`config.mk`:
```
export PLATFORM = sky130hd
export DESIGN_NAME = attack_mobility_eval
export DESIGN_NICKNAME = d
export VERILOG_FILES = /design/src/rtl/attack_mobility_eval.sv
export SDC_FILE = /design/constraint.sdc
export NUM_CORES = 1
export LEC_CHECK = 0
export BUFFER_PORTS_ARGS = -buffer_cell sky130_fd_sc_hd__buf_2
export CAP_MARGIN = 15
export CORE_MARGIN = 2
export CORE_UTILIZATION = 58
export CTS_BUF_LIST = sky130_fd_sc_hd__clkbuf_4 sky130_fd_sc_hd__clkbuf_8
export DETAILED_ROUTE_END_ITERATION = 16
export GPL_TIMING_DRIVEN = 0
export PLACE_DENSITY = 0.83
export SETUP_SLACK_MARGIN = 0.02
export SYNTH_ARGS = -nofsm -noshare
export SYNTH_HDL_FRONTEND = slang
export SYNTH_SLANG_ARGS = --single-unit
```
`constraint.sdc`:
```
create_clock -name clk -period 7.6 [get_ports clk]
set_input_delay 1.52 -clock clk [delete_from_list [all_inputs] [get_ports clk]]
set_output_delay 1.52 -clock clk [all_outputs]
set_load 0.1 [all_outputs]
```
`src/rtl/attack_mobility_eval.sv`:
```
// ---------------------------------------------------------------------------
// attack_mobility_eval
//
// Turns the attack maps and check flags from board_attack into a signed
// mobility term. On a rising edge of is_attacking_done the two 64-bit maps
// and the check flags are snapshotted. The maps are then popcounted one byte
// (one board row) per cycle over 8 cycles. A scaled, saturated score is
// formed and presented to the evaluator with a valid/ack handshake. Once the
// score is accepted, clear_attack is pulsed back upstream.
//
// Ports
//   clk                 single clock, all logic on posedge
//   reset               asynchronous, active-high, clears all state
//   is_attacking_done   level from board_attack; maps and flags valid while high
//   white_is_attacking  squares attacked by white, bit = row<<3|col
//   black_is_attacking  squares attacked by black, bit = row<<3|col
//   white_in_check      white king attacked
//   black_in_check      black king attacked
//   score_ack           consumer accepts mobility_score (only while valid)
//   clear_attack        one-cycle pulse after the score is accepted
//   busy                high in any state other than IDLE
//   mobility_valid      score and counts are stable and valid
//   mobility_score      signed score, positive favours white
//   white_attack_count  squares attacked by white, 0..64
//   black_attack_count  squares attacked by black, 0..64
// ---------------------------------------------------------------------------
module attack_mobility_eval #(
    parameter int unsigned MOBILITY_WEIGHT = 4,
    parameter int unsigned CHECK_PENALTY   = 50,
    parameter int unsigned SCORE_WIDTH     = 16
) (
    input  logic                          clk,
    input  logic                          reset,
    input  logic                          is_attacking_done,
    input  logic [63:0]                   white_is_attacking,
    input  logic [63:0]                   black_is_attacking,
    input  logic                          white_in_check,
    input  logic                          black_in_check,
    input  logic                          score_ack,
    output logic                          clear_attack,
    output logic                          busy,
    output logic                          mobility_valid,
    output logic signed [SCORE_WIDTH-1:0] mobility_score,
    output logic [6:0]                    white_attack_count,
    output logic [6:0]                    black_attack_count
);

    // The score is formed with 8 extra bits of headroom before saturation.
    localparam int EW = SCORE_WIDTH + 8;
    localparam logic signed [EW-1:0] WEIGHT_S  = EW'(MOBILITY_WEIGHT);
    localparam logic signed [EW-1:0] PENALTY_S = EW'(CHECK_PENALTY);
    localparam logic signed [EW-1:0] SAT_MAX   = EW'((longint'(1) << (SCORE_WIDTH - 1)) - 1);
    localparam logic signed [EW-1:0] SAT_MIN   = -SAT_MAX - EW'(1);

    typedef enum logic [1:0] {
        IDLE,
        COUNT,
        SCALE,
        DONE
    } state_t;

    state_t state, state_next;

    logic        done_q;
    logic        done_rise;
    logic [63:0] white_snap, black_snap;
    logic        wic_snap, bic_snap;
    logic [6:0]  acc_w, acc_b;
    logic [2:0]  row;

    logic signed [EW-1:0]          diff;
    logic signed [EW-1:0]          raw_score;
    logic signed [SCORE_WIDTH-1:0] sat_score;

    function automatic logic [6:0] popcount8(input logic [7:0] b);
        logic [6:0] n;
        n = '0;
        for (int i = 0; i < 8; i++) begin
            n = n + 7'(b[i]);
        end
        return n;
    endfunction

    // Only a rising edge starts work, so a level held high is counted once.
    assign done_rise = is_attacking_done & ~done_q;
    assign busy      = (state != IDLE);

    // State register.
    always_ff @(posedge clk or posedge reset) begin
        if (reset) begin
            state <= IDLE;
        end else begin
            // NOTE: sequential state always uses non-blocking assignment so every
            // register samples pre-edge values, independent of block ordering.
            state <= state_next;
        end
    end

    // Next-state logic.
    always_comb begin
        // NOTE: default assigned first so every path drives state_next; a
        // missing branch would otherwise infer a latch.
        state_next = state;
        case (state)
            IDLE:    if (done_rise) state_next = COUNT;
            COUNT:   if (row == 3'd7) state_next = SCALE;
            SCALE:   state_next = DONE;
            DONE:    if (score_ack) state_next = IDLE;
            default: state_next = IDLE;
        endcase
    end

    // Weighted difference plus check adjustments, then clamp to the output range.
    always_comb begin
        diff      = EW'(signed'({1'b0, acc_w})) - EW'(signed'({1'b0, acc_b}));
        raw_score = WEIGHT_S * diff;
        if (wic_snap) raw_score = raw_score - PENALTY_S;
        if (bic_snap) raw_score = raw_score + PENALTY_S;
        if (raw_score > SAT_MAX) begin
            sat_score = SCORE_WIDTH'(SAT_MAX);
        end else if (raw_score < SAT_MIN) begin
            sat_score = SCORE_WIDTH'(SAT_MIN);
        end else begin
            sat_score = SCORE_WIDTH'(raw_score);
        end
    end

    // Datapath: snapshot, serial popcount, result registers, handshake.
    always_ff @(posedge clk or posedge reset) begin
        if (reset) begin
            // NOTE: the snapshot registers are reset along with the control
            // state, so no stale map can leak into a result after reset.
            done_q             <= 1'b0;
            white_snap         <= '0;
            black_snap         <= '0;
            wic_snap           <= 1'b0;
            bic_snap           <= 1'b0;
            acc_w              <= '0;
            acc_b              <= '0;
            row                <= '0;
            clear_attack       <= 1'b0;
            mobility_valid     <= 1'b0;
            mobility_score     <= '0;
            white_attack_count <= '0;
            black_attack_count <= '0;
        end else begin
            done_q       <= is_attacking_done;
            clear_attack <= 1'b0;
            case (state)
                IDLE: begin
                    if (done_rise) begin
                        white_snap <= white_is_attacking;
                        black_snap <= black_is_attacking;
                        wic_snap   <= white_in_check;
                        bic_snap   <= black_in_check;
                        acc_w      <= '0;
                        acc_b      <= '0;
                        row        <= '0;
                    end
                end
                COUNT: begin
                    acc_w <= acc_w + popcount8(white_snap[{row, 3'b000} +: 8]);
                    acc_b <= acc_b + popcount8(black_snap[{row, 3'b000} +: 8]);
                    row   <= row + 3'd1;
                end
                SCALE: begin
                    white_attack_count <= acc_w;
                    black_attack_count <= acc_b;
                    mobility_score     <= sat_score;
                    mobility_valid     <= 1'b1;
                end
                DONE: begin
                    // Valid was already high at this edge, so ack here is a true accept.
                    if (score_ack) begin
                        mobility_valid <= 1'b0;
                        clear_attack   <= 1'b1;
                    end
                end
                default: ;
            endcase
        end
    end

endmodule
```
==> flow_summary.yaml, run 1 <==
status:
  status: "finished, final reports clean"
sta:
  rsz0062_at_grt: "no"
  fin_tns_setup_ns: 0
  holdWs_ns: 0.500
  tightestPinTransition_ns: 0.939
  drv_slew: 0
  finClkSkew_ns: 0.0139
  fin_crit_sh_pct: 77.8
  period_minus_slack_ns: 5.92
  max_clock_freq_mhz: 169
  setup_slack_ns: 1.68
  slew_headroom_pct: 37.4
  finalHoldViolCount: 0
  finalSetupViolations: 0
logic_synthesis:
  synth_async_sr_flop_share_pct: 100
  syn_area_per_cell_um2: 13.5
  syn_nets: 853
  synth_seq_cells: 182
  netlist_area_um2: 9210
  synth.distinct_cells: 63
  yosysWarnings: 0
  synth_ff_type: "dfrtp_1"
  synth-edff-count: 0
  seq_area_frac_synth_pct: 49.4
  syn_inst: 680
clocking:
  cts_buffers: 17
  post-cts-setup-buffer-count: 0
  clock_latency_ns: 0.47
  cts_num_sinks: 182
  clockRootBuffer: "clkbuf_8"
  clkTransAtPathRegs_ns: 0.10
  postCtsHoldBufs: 0
  ctsHtreeMaxLevel: 4
  cts_resized: 0
  cts_tree: "done"
  clockBufferDepth: 2
finish:
  n_fill_cell: 1158
  regArea_um2: 4550
  multi_input_area_um2: 4420
  fin_area_um2: 10800
  layout-drive-gt1-share_pct: 46.9
  area_delta_synth_final_pct: 16.8
  fin_nets: 1039
floorplan:
  dieArea_um2: 16900
  core_area_um2: 15700
  initial_core_util_pct: 58.6
  die_h_um: 130
  rows: 46
  design.portCount: 167
  die_w_um: 130
worst_setup_path:
  regToRegEndpoint: "acc_b[6]"
  start_kind: "flip-flop"
  cp.arrival_ns: 6.25
  critPathTopFamily: "adder cells"
  r2r_slack_ns: 1.68
  path_class: "reg2reg"
  rr_startpoint: "row[0]"
  crit_top_cell: "fa_1"
  reg2reg_depth: 17
  cp_slowest_cell: "buf_1"
  worstPathCellList: "clkbuf_1, buf_1, mux4_2, mux2_2, fa_1, fa_1, fa_1, inv_1, fa_1, fa_1, inv_1, a21o_1, a21oi_1, nor2_1, nand3_1, xnor2_1, nor2_1"
  end_kind: "flip-flop"
  crit_buf_inv: 4
  critical_path.max_stage_delay_ns: 0.76
  path_max_fanout: 10
  required_ns: 7.94
drt:
  vias_per_cell: 5.59
  num_vias: 6144
  drc: 0
  antenna_left: 0
  drt_wl_total_um: 20300
  dr.first_iter.drc_count: 359
  dr.pass1.iters: 4
  wl_per_cell_um: 18.5
grt:
  antenna_found_initial: 6
  grt_usage_pct: 25.6
  grt_max_degree: 132
  grt_pass1_wl_um: 32400
  grt_pass1_vias: 6470
  grt.overflow.total: 0
placement:
  routabilityCongestion: 0.889
  dpl_cell_area_um2: 10300
  post-place-ws_ns: 1.61
  port_buffers: 166
  hpwl_um: 15400
hold_path:
  hold_depth: 1
  hp-class: "reg2reg"
  hp-start: "mobility_score[15]"
  min_to: "mobility_score[15]"
flow_run:
  max_cap_viol_count: 0
[stage by stage]
stage	utilization, %	instances
6_report	68.5	1100
5_1_grt	68.5	1098
4_1_cts	68.4	1095
3_5_place_dp	65.9	1063
3_3_place_gp	65.6	1062
2_1_floorplan	-	680
[cells in the mapped netlist, drive strengths merged (5+ instances only)]
| library cell | count | area (um^2) |
|---|---|---|
| a21oi | 14 | 70.1 |
| buf | 6 | 31.3 |
| clkbuf | 28 | 105 |
| dfrtp | 182 | 4550 |
| fa | 11 | 220 |
| ha | 28 | 350 |
| inv | 27 | 101 |
| mux2 | 157 | 1770 |
| mux2i | 6 | 60.1 |
| mux4 | 32 | 721 |
| nand2 | 26 | 97.6 |
| nand2b | 7 | 46.3 |
| nand3 | 5 | 25.0 |
| nor2 | 34 | 128 |
| nor3 | 5 | 25.0 |
| o21ai | 24 | 131 |
| o22a | 8 | 76.3 |
| xnor2 | 19 | 181 |
| xor2 | 5 | 51.3 |
[flip-flops by register name, summed over array words and instances (netlist names)]
register            count
wic_snap                1
white_snap             64
bic_snap                1
acc_b                   7
clear_attack            1
acc_w                   7
black_snap             64
row                     3
state                   2
mobility_score         16
mobility_valid          1
white_attack_count      7
black_attack_count      7
done_q                  1
[layer usage]
layer	routed length, um	track usage [%]
met5	27	0
met2	10300	41.9
met3	1210	8.41
met1	8160	31.1
met4	594	11.5
[worst register-to-register path, stage by stage (launching register included)]
cell	delay [ns]
dfrtp_1	0.36
clkbuf_1	0.44
buf_1	0.76
mux4_2	0.64
mux2_2	0.30
fa_1	0.49
fa_1	0.52
fa_1	0.54
inv_1	0.06
fa_1	0.46
fa_1	0.44
inv_1	0.08
a21o_1	0.14
a21oi_1	0.09
nor2_1	0.16
nand3_1	0.11
xnor2_1	0.14
nor2_1	0.06
[cells in the final DEF, fill, tap and decap left out, drive strengths merged, types with 3 or more instances in the layout]
| cell type | Yosys | routed |
|---|---|---|
| a21o | 4 | 4 |
| a21oi | 14 | 14 |
| buf | 6 | 173 |
| clkbuf | 28 | 46 |
| clkinv | 0 | 5 |
| dfrtp | 182 | 182 |
| diode | 0 | 5 |
| fa | 11 | 11 |
| ha | 28 | 28 |
| inv | 27 | 34 |
| mux2 | 157 | 157 |
| mux2i | 6 | 6 |
| mux4 | 32 | 32 |
| nand2 | 26 | 26 |
| nand2b | 7 | 7 |
| nand3 | 5 | 5 |
| nor2 | 34 | 34 |
| nor2b | 4 | 4 |
| nor3 | 5 | 5 |
| o211ai | 4 | 4 |
| o21ai | 24 | 24 |
| o22a | 8 | 8 |
| o22ai | 3 | 3 |
| o2bb2ai | 3 | 3 |
| or2 | 4 | 4 |
| or3 | 3 | 3 |
| xnor2 | 19 | 19 |
| xor2 | 5 | 5 |
[worst max path at each step]
stage | start | end | slack [ns] | cells past startpoint
after CTS | row[0] | acc_b[6] | 1.60 | 17
final | row[0] | acc_b[6] | 1.68 | 17
after global placement | reset | white_snap[12] | -0.88 | 2
after global routing | row[0] | acc_b[6] | 1.26 | 17
after detailed placement | row[0] | acc_b[6] | 1.61 | 17
after floorplan | reset | acc_b[0] | 1.14 | 1
[cell families after synthesis]
family / share of synthesized area, %
flip-flops: 49.4
XOR/XNOR: 2.53
buffers and inverters: 2.58
AO/OA/AOI/OAI: 6.75
AND/OR/NAND/NOR: 4.79
adder cells (fa/ha/maj): 6.19
multiplexers: 27.7
[area by class of cell]
class / count / area share (%)
plain buffers: 34 / 1.27
inverters: 27 / 1.01
flip-flops and latches: 182 / 42.3
diodes: 5 / 0.116
clock inverters: 14 / 1.50
well taps: 216 / 2.51
clock buffers: 18 / 2.24
multi-input cells: 437 / 41.1
repair buffers: 167 / 7.97
Power of run 1 is left out: the tool's default activity adds up to more than one toggle a clock period on the data nets, which glitch-free logic cannot reach.
==> run 2, diff against run 1 <==
ABC_AREA = 1   (was unset)
CORE_UTILIZATION = 53   (was 58)
PLACE_DENSITY = 0.79   (was 0.83)
clock period = 4.7 ns   (was 7.6 ns; I/O delays follow)
==> run 2 against run 1 <==
Sequential cell count unchanged. Final cell count up 48%. Wire length up 22%. Via count up 41%. Synthesized cell count up 77%. Clock-buffer cell count down 1. Critical endpoint unchanged. Largest cell class unchanged. Highest routed layer is now met4.
==> flow_summary.yaml, run 2 <==
floorplan:
  design.portCount: 167
  dieArea_um2: 18700
  die_w_um: 137
  core_area_um2: 17200
  die_h_um: 137
  rows: 48
  initial_core_util_pct: 54.1
drt:
  dr.pass1.iters: 5
  vias_per_cell: 5.30
  antenna_left: 0
  drt_wl_total_um: 24800
  wl_per_cell_um: 15.2
  num_vias: 8663
  drc: 0
  dr.first_iter.drc_count: 804
sta:
  max_clock_freq_mhz: 221
  slew_headroom_pct: 29.1
  tightestPinTransition_ns: 1.06
  fin_crit_sh_pct: 96.2
  finClkSkew_ns: 0.0132
  period_minus_slack_ns: 4.52
  finalSetupViolations: 0
  rsz0062_at_grt: "yes"
  holdWs_ns: 0.481
  drv_slew: 0
  finalHoldViolCount: 0
hold_path:
  hp-class: "reg2reg"
finish:
  fin_nets: 1568
  area_delta_synth_final_pct: 19.0
  layout.cells.most_common: "nand2_1"
  n_fill_cell: 1508
  final_cell_mix: "nand2_1, dfrtp_1, buf_2"
  diodes: 0
  layout-drive-gt1-share_pct: 18.9
  reg_top3: "black_snap (64), white_snap (64), mobility_score (16)"
logic_synthesis:
  syn_nets: 1377
  synth-edff-count: 0
  syn_inst: 1204
  yosysWarnings: 0
  synth_async_sr_flop_share_pct: 100
  syn_area_per_cell_um2: 7.75
  synthDominantAreaCellType: "dfrtp_1"
  yosysMostFrequentCell: "nand2_1"
  synth_commonest_cells: "nand2_1, dfrtp_1, o21ai_0"
  synth_seq_cells: 182
  synth_ff_type: "dfrtp_1"
  synth.distinct_cells: 38
  seq_area_frac_synth_pct: 48.8
  netlist_area_um2: 9330
  synth_area_leaders: "dfrtp_1, nand2_1, o21ai_0, ha_1, inv_1"
  yosys.area.top_type_share_pct: 48.8
grt:
  grt.overflow.total: 0
  grt_pass1_wl_um: 40400
  grt_max_degree: 42
  grt_usage_pct: 28.2
  antenna_found_initial: 0
  grt_pass1_vias: 8348
clocking:
  clockBufferDepth: 2
  clkTransAtPathRegs_ns: 0.10
  cts_num_sinks: 182
  cts_tree: "done"
  clockRootBuffer: "clkbuf_8"
  clock_latency_ns: 0.48
  cts_buffers: 17
  ctsHtreeMaxLevel: 4
worst_setup_path:
  start_kind: "flip-flop"
  required_ns: 5.13
  path_max_fanout: 10
  cp.arrival_ns: 4.95
  end_kind: "flip-flop"
  path_class: "reg2reg"
flow_run:
  max_cap_viol_count: 0
placement:
  port_buffers: 166
  hpwl_um: 18900
  routabilityCongestion: 0.889
status:
  status: "finished, final reports clean"
-- run 2: cell count changes after synthesis, sizes merged, moves of 19 or more --
| cell | previous run | this run |
|---|---|---|
| a21oi | 14 | 44 |
| clkbuf | 28 | 57 |
| inv | 27 | 79 |
| mux2 | 157 | 0 |
| mux4 | 32 | 0 |
| nand2 | 26 | 540 |
| nand3 | 5 | 59 |
| o21ai | 24 | 92 |
| xnor2 | 19 | 0 |
-- run 2: path summary, 6_finish.rpt --
| check | slack (ns) | from | depth (start not counted) | to |
|---|---|---|---|---|
| worst max-delay path | 0.18 | row[0] | 16 | acc_b[6] |
| worst min-delay path | 0.48 | black_snap[53] | 2 | black_snap[53] |
| worst max register to register | 0.18 | row[0] | 16 | acc_b[6] |
| worst min register to register | 0.48 | black_snap[53] | 2 | black_snap[53] |
| max in group asynchronous | 3.15 | reset | 4 | black_snap[52] |
| min in group asynchronous | 0.61 | reset | 2 | white_attack_count[2] |
-- run 2: cells by family after synthesis --
logic type	share of synthesized area, %
adders and majority gates	6.11
xor gates and xnor gates	0.0939
and+or+nand+nor	28.7
buffers and inverters	5.80
AOI/OAI and AO/OA	10.5
DFF	48.8
-- run 2: final cells by class --
cell class | instances | area [um^2] | area share, %
sequential | 182 | 4560 | 41.0
multi-input combinational | 880 | 4290 | 38.6
timing repair buffer | 175 | 948 | 8.54
inverter | 82 | 318 | 2.86
buffer | 57 | 307 | 2.76
tap | 225 | 282 | 2.54
clock buffer | 17 | 234 | 2.11
clock inverter | 15 | 166 | 1.50
-- run 2: stage by stage --
step | util, % | cell area, um^2 | setup WS, ns | instances | TNS (ns)
global placement | 60.6 | 10400 | -0.616 | 1595 | -2.11
detailed placement | 61.1 | 10500 | -0.728 | 1599 | -2.78
global route | 64.4 | 11100 | -0.0597 | 1633 | -0.0597
CTS | 64.1 | 11000 | 0.0146 | 1632 | 0
finish | 64.4 | 11100 | 0.180 | 1633 | 0
floorplan | - | 9340 | 0.104 | 1204 | 0
-- run 2: layer usage --
layer	GRT usage (%)	routed length [um]	vias to the layer above	share of wire (%)
met2	44.8	11800	328	47
met3	5.15	1570	56	6.3
met5	0	0	-	0
met4	13.0	754	0	3.0
li1	-	-	4223	-
met1	37.6	10700	4056	43
-- run 2: worst max-delay path, cell delays in order (launching register included) --
cell and delay [ns]:
dfrtp_2 0.50, buf_6 0.17, clkbuf_4 0.20, o211ai_1 0.25, a31oi_1 0.15, fa_1 0.57, fa_1 0.44, fa_1 0.55
inv_1 0.06, fa_2 0.40, fa_2 0.38, o21ai_2 0.16, nand2_1 0.08, nor2_2 0.15, nand2_1 0.11, a21oi_2 0.16
o21a_1 0.13
-- run 2: repair_timing --
| action | in CTS | in global routing |
|---|---|---|
| hold buffers | 0 | 0 |
| setup endpoints to repair | 10 | 4 |
| resized for setup | 41 | 26 |
| setup buffers | 3 | 2 |
| pin swaps | 5 | 11 |
| endpoints found under the hold margin | 0 | 0 |
Power of run 2 is left out for the same reason.
